--- src/rtl/ahb_arbiter_rr.sv ---
`default_nettype none
// ============================================================================
// Module      : ahb_arbiter_rr
// Description : AHB-Lite multi-master arbiter with fixed-priority or
//               round-robin selection, burst/lock hold, and address/data muxes.
// Revision    : 1.0 - initial release
// ============================================================================
module ahb_arbiter_rr #(
  parameter int NUM_MASTERS    = 4,
  parameter int ADDR_W         = 32,
  parameter int DATA_W         = 32,
  parameter int RR_MODE        = 1,
  parameter int DEFAULT_MASTER = 0,
  localparam int c_MW = (NUM_MASTERS > 1) ? $clog2(NUM_MASTERS) : 1
) (
  input  logic                          hclk,
  input  logic                          hreset,
  input  logic [NUM_MASTERS-1:0]        m_busreq,
  input  logic [NUM_MASTERS-1:0]        m_hlock,
  input  logic [NUM_MASTERS*ADDR_W-1:0] m_haddr,
  input  logic [NUM_MASTERS*2-1:0]      m_htrans,
  input  logic [NUM_MASTERS*3-1:0]      m_hburst,
  input  logic [NUM_MASTERS*3-1:0]      m_hsize,
  input  logic [NUM_MASTERS-1:0]        m_hwrite,
  input  logic [NUM_MASTERS*DATA_W-1:0] m_hwdata,
  input  logic                          hready,
  output logic [NUM_MASTERS-1:0]        hgrant,
  output logic [c_MW-1:0]               s_hmaster,
  output logic                          s_hmaster_lock,
  output logic [ADDR_W-1:0]             s_haddr,
  output logic [1:0]                    s_htrans,
  output logic [2:0]                    s_hburst,
  output logic [2:0]                    s_hsize,
  output logic                          s_hwrite,
  output logic [DATA_W-1:0]             s_hwdata
);

  localparam logic [c_MW:0]   c_NM       = (c_MW+1)'(NUM_MASTERS);
  localparam logic [c_MW-1:0] c_DEF      = c_MW'(DEFAULT_MASTER);

  localparam logic [1:0]      c_IDLE     = 2'b00;
  localparam logic [1:0]      c_BUSY     = 2'b01;
  localparam logic [1:0]      c_NONSEQ   = 2'b10;
  localparam logic [1:0]      c_SEQ      = 2'b11;

  localparam logic [1:0]      c_ST_ARB    = 2'd0;
  localparam logic [1:0]      c_ST_BURST  = 2'd1;
  localparam logic [1:0]      c_ST_LOCKED = 2'd2;

  logic [c_MW-1:0]   r_grant_idx;
  logic [c_MW-1:0]   r_addr_owner;
  logic [c_MW-1:0]   r_data_owner;
  logic [c_MW-1:0]   r_rr_ptr;
  logic [4:0]        r_beats_left;
  logic              r_lock_hold;
  logic              r_hmaster_lock;
  logic [1:0]        r_state;

  logic [1:0]        w_state_nxt;
  logic [c_MW-1:0]   w_arb_idx;
  logic [c_MW:0]     w_scan;
  logic              w_hold;
  logic              w_final_seq;
  logic [4:0]        w_beats_nxt;
  logic              w_lock_nxt;

  logic [ADDR_W-1:0] w_haddr_arr  [NUM_MASTERS];
  logic [1:0]        w_htrans_arr [NUM_MASTERS];
  logic [2:0]        w_hburst_arr [NUM_MASTERS];
  logic [2:0]        w_hsize_arr  [NUM_MASTERS];
  logic [DATA_W-1:0] w_hwdata_arr [NUM_MASTERS];

  generate
    for (genvar g = 0; g < NUM_MASTERS; g++) begin : g_master
      assign w_haddr_arr[g]  = m_haddr[g*ADDR_W +: ADDR_W];
      assign w_htrans_arr[g] = m_htrans[g*2 +: 2];
      assign w_hburst_arr[g] = m_hburst[g*3 +: 3];
      assign w_hsize_arr[g]  = m_hsize[g*3 +: 3];
      assign w_hwdata_arr[g] = m_hwdata[g*DATA_W +: DATA_W];
      assign hgrant[g]       = (r_grant_idx == c_MW'(g));
    end
  endgenerate

  assign s_haddr        = w_haddr_arr[r_addr_owner];
  assign s_htrans       = w_htrans_arr[r_addr_owner];
  assign s_hburst       = w_hburst_arr[r_addr_owner];
  assign s_hsize        = w_hsize_arr[r_addr_owner];
  assign s_hwrite       = m_hwrite[r_addr_owner];
  assign s_hwdata       = w_hwdata_arr[r_data_owner];
  assign s_hmaster      = r_addr_owner;
  assign s_hmaster_lock = r_hmaster_lock;

  // Loops run downward so the last (winning) assignment is the nearest candidate.
  always_comb begin
    w_arb_idx = c_DEF;
    w_scan    = '0;
    if (RR_MODE == 0) begin
      for (int i = NUM_MASTERS-1; i >= 0; i--) begin
        if (m_busreq[i]) w_arb_idx = c_MW'(i);
      end
    end else begin
      for (int off = NUM_MASTERS; off >= 1; off--) begin
        w_scan = {1'b0, r_rr_ptr} + (c_MW+1)'(off);
        if (w_scan >= c_NM) w_scan = w_scan - c_NM;
        if (m_busreq[w_scan[c_MW-1:0]]) w_arb_idx = w_scan[c_MW-1:0];
      end
    end
  end

  // The final SEQ of a fixed burst releases the hold on the edge that accepts
  // it, so the next owner sees its grant one cycle after the last address.
  assign w_final_seq = (r_beats_left == 5'd1) && (s_htrans == c_SEQ);

  always_comb begin
    w_beats_nxt = r_beats_left;
    case (s_htrans)
      c_NONSEQ: begin
        case (s_hburst)
          3'b010, 3'b011: w_beats_nxt = 5'd3;
          3'b100, 3'b101: w_beats_nxt = 5'd7;
          3'b110, 3'b111: w_beats_nxt = 5'd15;
          default:        w_beats_nxt = 5'd0;
        endcase
      end
      c_SEQ: begin
        if (r_beats_left != 5'd0) w_beats_nxt = r_beats_left - 5'd1;
      end
      c_BUSY:  w_beats_nxt = r_beats_left;
      c_IDLE:  w_beats_nxt = 5'd0;
      default: w_beats_nxt = 5'd0;
    endcase

    if (!w_hold) begin
      w_lock_nxt = m_hlock[w_arb_idx] & m_busreq[w_arb_idx];
    end else if (!m_hlock[r_grant_idx]) begin
      w_lock_nxt = 1'b0;
    end else begin
      w_lock_nxt = r_lock_hold;
    end
  end

  always_ff @(posedge hclk) begin
    if (!hreset) begin
      r_state <= c_ST_ARB;
    end else if (hready) begin
      r_state <= w_state_nxt;
    end
  end

  always_comb begin
    w_state_nxt = c_ST_ARB;
    if (w_lock_nxt) begin
      w_state_nxt = c_ST_LOCKED;
    end else if (w_beats_nxt != 5'd0) begin
      w_state_nxt = c_ST_BURST;
    end
  end

  always_comb begin
    w_hold = 1'b0;
    case (r_state)
      c_ST_LOCKED: w_hold = 1'b1;
      c_ST_BURST:  w_hold = ~w_final_seq;
      default:     w_hold = 1'b0;
    endcase
  end

  always_ff @(posedge hclk) begin
    if (!hreset) begin
      r_grant_idx    <= c_DEF;
      r_addr_owner   <= c_DEF;
      r_data_owner   <= c_DEF;
      r_rr_ptr       <= c_DEF;
      r_beats_left   <= 5'd0;
      r_lock_hold    <= 1'b0;
      r_hmaster_lock <= 1'b0;
    end else if (hready) begin
      if (!w_hold) begin
        r_grant_idx <= w_arb_idx;
        if (m_busreq[w_arb_idx]) r_rr_ptr <= w_arb_idx;
      end
      r_lock_hold    <= w_lock_nxt;
      r_beats_left   <= w_beats_nxt;
      r_addr_owner   <= r_grant_idx;
      r_data_owner   <= r_addr_owner;
      r_hmaster_lock <= m_hlock[r_grant_idx];
    end
  end

  a_grant_onehot: assert property (@(posedge hclk) disable iff (!hreset) $onehot(hgrant));
  a_master_range: assert property (@(posedge hclk) disable iff (!hreset) ({1'b0, s_hmaster} < c_NM));

endmodule
`default_nettype wire
--- config.mk ---
export PLATFORM = sky130hd
export DESIGN_NAME = ahb_arbiter_rr
export DESIGN_NICKNAME = d
export VERILOG_FILES = /design/src/rtl/ahb_arbiter_rr.sv
export SDC_FILE = /design/constraint.sdc
export NUM_CORES = 1
export LEC_CHECK = 0
export ABC_CLOCK_PERIOD_IN_PS = 2300
export BUFFER_PORTS_ARGS = -buffer_cell sky130_fd_sc_hd__buf_2
export CORE_AREA = 2 2 148 150
export CTS_BUF_LIST = sky130_fd_sc_hd__clkbuf_8
export DETAILED_ROUTE_END_ITERATION = 10
export DIE_AREA = 0 0 150 152
export PLACE_DENSITY = 0.4
export REMOVE_ABC_BUFFERS = 1
export SLEW_MARGIN = 20
export SYNTH_ARGS = -nofsm -noshare
export SYNTH_HDL_FRONTEND = slang
export SYNTH_SLANG_ARGS = --single-unit
--- constraint.sdc ---
create_clock -name hclk -period 2.3 [get_ports hclk]
set_clock_uncertainty 0.15 [all_clocks]
set_input_delay 0.115 -clock hclk [delete_from_list [all_inputs] [get_ports hclk]]
set_output_delay 0.115 -clock hclk [all_outputs]
set_load 0.01 [all_outputs]
; After elaboration in Yosys (flattened, before gate mapping)
; Index checks and enable logic that the tools add are counted.
[op_classes]
addsub = 9
multipliers = 0
div = 0
magnitude_cmp = 13
eq_ne = 15
n_shift = 0
mux = 47
bitwise_logic = 5
reduce_logical = 10
[ops]
columns = op, count
row1 = $bmux W32 S2, 2
row2 = $mux W32, 4
row3 = $mux W2, 11
row4 = $lt A2 B3 Y1 const B, 7
row5 = $pmux W5 S4, 1
row6 = $ge A3 B3 Y1 const B, 6
row7 = $bmux W1 S2, 8
row8 = $bmux W3 S2, 2
row9 = $eq A3 B3 Y1 const B, 4
row10 = $mux W3, 4
row11 = $pmux W4 S3, 1
row12 = $mux W1, 11
row13 = $eq A2 B2 Y1 const B, 5
row14 = $reduce_bool A5 Y1, 2
row15 = $sub A2 B1 Y2 const B, 4
row16 = $add A2 B2 Y3 const B, 2
row17 = $eq A2 B1 Y1 const B, 3
row18 = $eq A3 B2 Y1 const B, 2
row19 = $not A2 Y3, 2
row20 = $reduce_or A2 Y1, 3
row21 = $eq A5 B1 Y1 const B, 1
row22 = $mux W5, 1
row23 = $sub A5 B1 Y5 const B, 1
row24 = $bmux W2 S2, 1
row25 = 9 further kinds, 11
[totals]
reg_bits = 17
latchBits = 0
ramBits = 0
romBits = 0
in_bits = 303
out_inout_bits = 80
n_memories = 0

; Longest topological paths before layout
; Gate-level depths: netlist of the first run.
[logic_depth]
word_depth = 14
depth_mapped = 10
depth_no_buf = 9

; Worst setup path before layout of the first run
; OpenSTA, ideal clock, no wires.
[synth_path]
path_type = register to register
start = register r_addr_owner[0], in the netlist s_hmaster[0]
end = register r_state[0]
arrival_time_ns = 1.959
path_slack_ns = 0.063
stages_incl_launch_ff = 9
cell_sequence = dfxtp_1 buf_6 mux4_2 buf_6 and3b_1 a31oi_1 o31ai_1 nor4_1 o31ai_1
[synth_between]
elab_cells_between_ends = 29
cone_classes = 9 x eq/ne / 12 x mux / 2 x bitwise / 6 x reduce/logical
[synth_rtl]
columns = item, line
row1 = "start, declared", 51  ; logic [c_MW-1:0] r_addr_owner;
row2 = "start signal, assigned", 184  ; r_addr_owner <= r_grant_idx;
row3 = $not A2 Y3 (implied by the code) *, 85  ; assign s_htrans = w_htrans_arr[r_addr_owner];
row4 = $bmux W2 S2 *, 85
row5 = $mux W2 (implied by the code) * (2 in series), 85
row6 = net s_htrans[1], 31  ; output logic [1:0] s_htrans,
row7 = branches (longest 5 deep; another with $pmux W5 S4), n/a
row8 = $mux W2 *, 152  ; if (w_lock_nxt) begin
row9 = "end signal, assigned", 144  ; r_state <= c_ST_ARB;
row10 = "end signal, assigned", 146  ; r_state <= w_state_nxt;
row11 = "end, declared", 57  ; logic [1:0] r_state;
; Mark *: on every way through the listed nets, which the timed path passes. The select of a mux whose other input is x is not followed.
; A chain may end at the register's enable or synchronous reset.

; Worst setup path after layout of the first run
[layout_path]
start = register r_addr_owner[0], in the netlist s_hmaster[0]
end = register r_state[0]
[layout_between]
elab_chain_len = 11
elab_cells_between_ends = 29
cone_classes = 9 x eq/ne / 12 x mux / 2 x bitwise / 6 x reduce/logical
[layout_lines]
columns = item, line
row1 = $not A2 Y3 (implied by the code) *, "85, 86"
row2 = $bmux W3 S2, 86  ; assign s_hburst = w_hburst_arr[r_addr_owner];
row3 = $mux W3 (implied by the code) (2 in series), 86
row4 = $eq A3 B3 Y1 or $eq A3 B2 Y1 (tied branches), 118  ; case (s_hburst)
row5 = $reduce_or A2 Y1, 118
row6 = $pmux W4 S3, 118
row7 = $pmux W5 S4, 116  ; case (s_htrans)
row8 = $reduce_bool A5 Y1, 154  ; end else if (w_beats_nxt != 5'd0) begin
row9 = $mux W1, 154
row10 = $mux W2 *, 152
; Mark *: on every way between the ends. The rest lies on a longest branch, timed or not. The select of a mux whose other input is x is not followed.

==> flow_summary.ini, run 1 <==
[grt]
grt_pass1_vias = 4111
grt_max_degree = 37
grt_pass1_wl_um = 24100
antenna_found_initial = 9
gr-total-overflow = 0
grtUsageTotal_pct = 13.9

[die]
io_pins = 383
rows = 54
die_area_um2 = 22800
die_x_um = 150
start_util_pct = 13.1
core_um2 = 21400
dieHeight_um = 152

[routing]
viasPerCell = 4.29
wire_per_inst_um = 19.1
drt_pass1_iterations = 4
vias = 3800
drc_errors = 0
antenna_left = 0
drt_iter0_markers = 119
wl_um = 16900

[clock_network]
cts_tree = yes
cts_buffers = 3
clock-sinks = 16
clockBufferDepth = 2
hold_buffers = 0
clk_pin_slew_ns = 0.07
h-tree-depth = 1
clockRootBuffer = clkbuf_8
insertion_delay_ns = 0.25

[logic_synthesis]
synth.distinct_cells = 41
yosysSeqAreaShare_pct = 11.5
synthAdderAreaFrac_pct = 2.24
ys_async_sr_fraction_pct = 0
synth_top_cell_by_area = mux4_2
synth-simple-area-share_pct = 10.7
synth_compound_area_share_pct = 8.34
synth-edff-count = 0
avgSynthCellArea_um2 = 12.6
synth_warnings = 0
syn_area_um2 = 2790
synth_top_area_share_pct = 59.0
synthFlopType = dfxtp_1
synthXorXnorAreaFrac_pct = 0.314
synthTopCellsByArea = mux4_2 (59%), dfxtp_1 (11%), mux2i_1 (2.9%)
ys_seq_elements = 16
syn_inst = 221
synth_mux_area_share_pct = 62.2
synth_top_family_by_area = multiplexers

[final_layout]
fillCellCount = 2397
areaGrowthSynthToFinish_pct = 86.4
final_nets = 911
final_common_cell = buf_2
register_area_um2 = 327
layout_common_cells = buf_2 (382), mux4_2 (73), buf_4 (14)
multi_input_area_um2 = 2370
drive_gt1_share_pct = 81.1
fin_cells = 886

[timing]
finalMaxSlewViolations = 0
worst_slew_pin_slew_ns = 0.490
setup_violations = 0
max_freq_ghz = 0.456
slew_headroom_pct = 67.4
finalCritPeriodShare_pct = 95.3
rsz0062_at_grt = false
finalHoldViolations = 0
fin_crit_ns = 2.19

[critical_path]
cp_max_fo = 7
worstPathArrival_ns = 2.17
required_ns = 2.28
cp-start-kind = register
slowest_stage = mux4_2
cpMostUsedCell = a21oi_1
path_cells = mux4_2 > buf_4 > a21oi_1 > a21oi_1 > a21o_1 > nor4_2 > o31ai_1
worstSetupPathType = reg2reg
worst_setup_path_end_kind = register
cpPeakStageDelay_ns = 0.59

[power_and_ir_drop]
power.leakage_uw = 0.00247
vdd_drop_max_mv = 0.168
p_per_area_nw_per_um2 = 300
power.total_uw = 1560

[place]
port_buffers = 382
dpl.hpwl_um = 15200
gp_congestion = 0.899
dp.cells = 877

[flow_run]
cap_violations = 0

[run_status]
status = complete, no violations

[min_path]
holdCritPathClass = in2reg
-- sequential cells by signal (all words and copies together), names as in the netlist --
signal,flops
s_hmaster_lock,1
r_data_owner,2
r_state,2
r_rr_ptr,2
s_hmaster,2
r_grant_idx,2
r_beats_left,5
-- synth_stat cells, types with 2 or more instances --
cell type and count:
a21boi_0 2, a21boi_1 3, a21oi_1 5, and2_1 2
buf_1 6, buf_2 3, buf_6 2, clkbuf_1 11
dfxtp_1 16, ha_1 5, inv_1 7, mux2i_1 8
mux4_2 73, nand2_1 11, nand2b_1 7, nand3_1 5
nor2_1 10, nor2b_1 8, nor3_1 3, nor3b_1 3
o211a_1 4, o21ai_0 7, o31ai_1 2
-- layout make-up --
cell class	instances	share of cell area, %
clock buffer	4	1.06
multi-input combinational	175	45.5
tap	280	6.74
inverter	8	0.578
antenna	4	0.193
timing repair buffer	399	39.6
sequential	16	6.28
-- repair_timing --
action,CTS,global route
setup buffers,0,1
resized for setup,4,4
endpoints found under the setup margin,8,6
cloned,0,0
pin swaps,0,1
-- worst max-delay path, delay by kind of cell, from the launching register on --
family	cells	cell delay (ns)
compound gates	4	0.48
buf+inv	1	0.19
flops	1	0.39
mux	1	0.59
simple gates	1	0.26
-- metrics by stage --
stage          util (%)  area (µm²)  hold slack, ns  setup TNS, ns  setup slack, ns
6_report           24.3        5200           0.119              0            0.108
5_1_grt            24.3        5190           0.122              0           0.0110
4_1_cts            24.2        5160           0.120              0          0.00555
3_5_place_dp       23.8        5090           0.351        -0.0961          -0.0961
3_3_place_gp       23.8        5090           0.337        -0.0618          -0.0618
2_1_floorplan         -        2690          0.0932         -42.19            -1.49
-- where the power goes --
part / switching, µW / internal [µW] / total [µW]
registers: 24.4 / 300 / 325
clock network: 106 / 152 / 259
logic: 432 / 543 / 974
total: 562 / 995 / 1560
-- final timing paths --
check	from	end	slack [ns]	depth (start not counted)
min reg2reg	r_rr_ptr[0]	r_rr_ptr[0]	0.36	2
max reg2reg	s_hmaster[0]	r_state[0]	0.11	7
max	s_hmaster[0]	r_state[0]	0.11	7
min	hreset	r_beats_left[2]	0.12	2
-- routing by layer --
| metal | global-route usage [%] | wire [µm] |
|---|---|---|
| met1 | 16.6 | 6610 |
| met3 | 5.23 | 2070 |
| met4 | 3.19 | 212 |
| met2 | 23.7 | 7930 |
| met5 | 0.217 | 64 |
-- logic make-up after synthesis --
kind of cell,Yosys count
and+or+nand+nor,55
buffers and inverters,30
xor gates and xnor gates,1
AOI/OAI and AO/OA,32
DFF,16
muxes,82
adders and majority gates,5
No activity file was read; power rests on OpenSTA's default activity.
==> run 2: changes to the inputs <==
HOLD_SLACK_MARGIN = 0.12   (was default)
==> flow_summary.ini, run 2 (synthesized netlist as in run 1, its figures left out) <==
[run_status]
status = complete, no violations

[timing]
worst_slew_pin_slew_ns = 0.489
finalHoldViolations = 0
fin_setup_tns_ns = 0
slew_headroom_pct = 67.4
max_freq_ghz = 0.457
fin_crit_ns = 2.19
setup_violations = 0
rsz0062_at_grt = false
finalMaxSlewViolations = 0
finalCritPeriodShare_pct = 95.2

[critical_path]
worstPathArrival_ns = 2.17
cp.depth = 7
cpMostUsedCell = a21oi_1
cpPeakStageDelay_ns = 0.59
required_ns = 2.28
cp_max_fo = 7
path_cells = mux4_2 > buf_4 > a21oi_1 > a21oi_1 > a21o_1 > nor4_2 > o31ai_1
path_buf_inv = 1
slowest_stage = mux4_2
cp-start-kind = register
reg2reg_depth = 7
worst_setup_path_end_kind = register
r2r_slack_ns = 0.11
r2r-end = r_state[0]
cp_top_family = multiplexers
rr_startpoint = s_hmaster[0]
worstSetupPathType = reg2reg

[final_layout]
largest_register = r_beats_left
layout_common_cells = buf_2 (382), mux4_2 (73), buf_4 (14)
areaGrowthSynthToFinish_pct = 86.7
fillCellCount = 2396
final_common_cell = buf_2
final_nets = 912
fin_util_pct = 24.4
drive_gt1_share_pct = 80.9
largest_reg_flops = 5

[clock_network]
cts_buffers = 3
clk_pin_slew_ns = 0.07
clock-sinks = 16
clockRootBuffer = clkbuf_8
h-tree-depth = 1
clockBufferDepth = 2
cts_tree = yes
insertion_delay_ns = 0.25

[routing]
drt_pass1_iterations = 4
wl_met3_um = 2080
drc_errors = 0
vias = 3802
wire_per_inst_um = 19.0
top_layer_used = met5
drt_iter0_markers = 130
antenna_left = 0
wl_met2_um = 7940
wl_um = 16900
wl_met1_um = 6590
viasPerCell = 4.29

[grt]
grtUsageTotal_pct = 13.9
antenna_found_initial = 9
grt_pass1_wl_um = 24100
grt_max_degree = 37
gr-total-overflow = 0
grt_pass1_vias = 4113

[die]
core_um2 = 21400
die_area_um2 = 22800
dieHeight_um = 152
io_pins = 383
die_x_um = 150
rows = 54
start_util_pct = 13.1

[min_path]
whs_endpoint = r_rr_ptr[1]
min_path_cells = 4
hold_start = m_busreq[0]
holdCritPathClass = in2reg

[power_and_ir_drop]
vdd_drop_max_mv = 0.169
p_per_area_nw_per_um2 = 299
power.leakage_uw = 0.00247

[place]
dpl.hpwl_um = 15200
gp_congestion = 0.899
port_buffers = 382

[flow_run]
cap_violations = 0
[run 2: cell types whose count changed in the layout (fill, tap and decap cells not counted), sizes merged]
cell,change
dlygate4sd3,+1
[run 2: repair_timing]
item / CTS / global route
endpoints found under the setup margin: 8 / 6
hold endpoints to repair: 1 / 0
pin swaps: 0 / 1
gates cloned: 0 / 0
setup buffers: 0 / 1
hold buffers: 1 / 0
gates resized for setup: 4 / 4
[run 2: worst min-delay path, cell delays in order]
cell      delay, ns
buf_2          0.13
nor2_1         0.05
o21ai_0        0.13
a21boi_1       0.06
[run 2: worst max path at each step]
stage                 end  slack, ns             from
2_1_floorplan  r_state[0]      -1.49     s_hmaster[0]
3_3_place_gp   r_state[0]      -0.06  r_beats_left[0]
3_5_place_dp   r_state[0]       -0.1  r_beats_left[0]
4_1_cts        r_state[0]      0.006  r_beats_left[0]
5_1_grt        r_state[0]       0.01     s_hmaster[0]
6_report       r_state[0]       0.11     s_hmaster[0]
[run 2: metal layers]
layer / global-route usage [%] / vias to the layer above
li1: - / 1707
met1: 16.6 / 1804
met2: 23.7 / 261
met3: 5.23 / 20
met4: 3.19 / 10
met5: 0.217 / -
[run 2: cell type report]
class,count,area (µm²),area share [%]
Sequential cell,16,327,6.27
Inverter,8,30.0,0.577
Timing Repair Buffer,400,2070,39.7
Multi-Input combinational cell,175,2370,45.4
Clock buffer,4,55.1,1.06
Antenna cell,4,10.0,0.192
Tap cell,280,350,6.73
[run 2: power by group]
part / total (µW) / internal [µW] / switching, µW
sequential: 325 / 300 / 24.4
clock: 259 / 152 / 107
combinational: 976 / 544 / 432
[run 2: stage by stage]
step                setup slack, ns  std cells  hold slack [ns]  power (µW)  instance area [µm²]
finish                        0.111        887            0.142        1560                 5210
detailed placement          -0.0961        877            0.351        1290                 5090
floorplan                     -1.49        199           0.0932         778                 2690
global route                 0.0110        885            0.195        1670                 5200
CTS                         0.00555        882            0.149        1570                 5170
global placement            -0.0618        877            0.337        1290                 5090
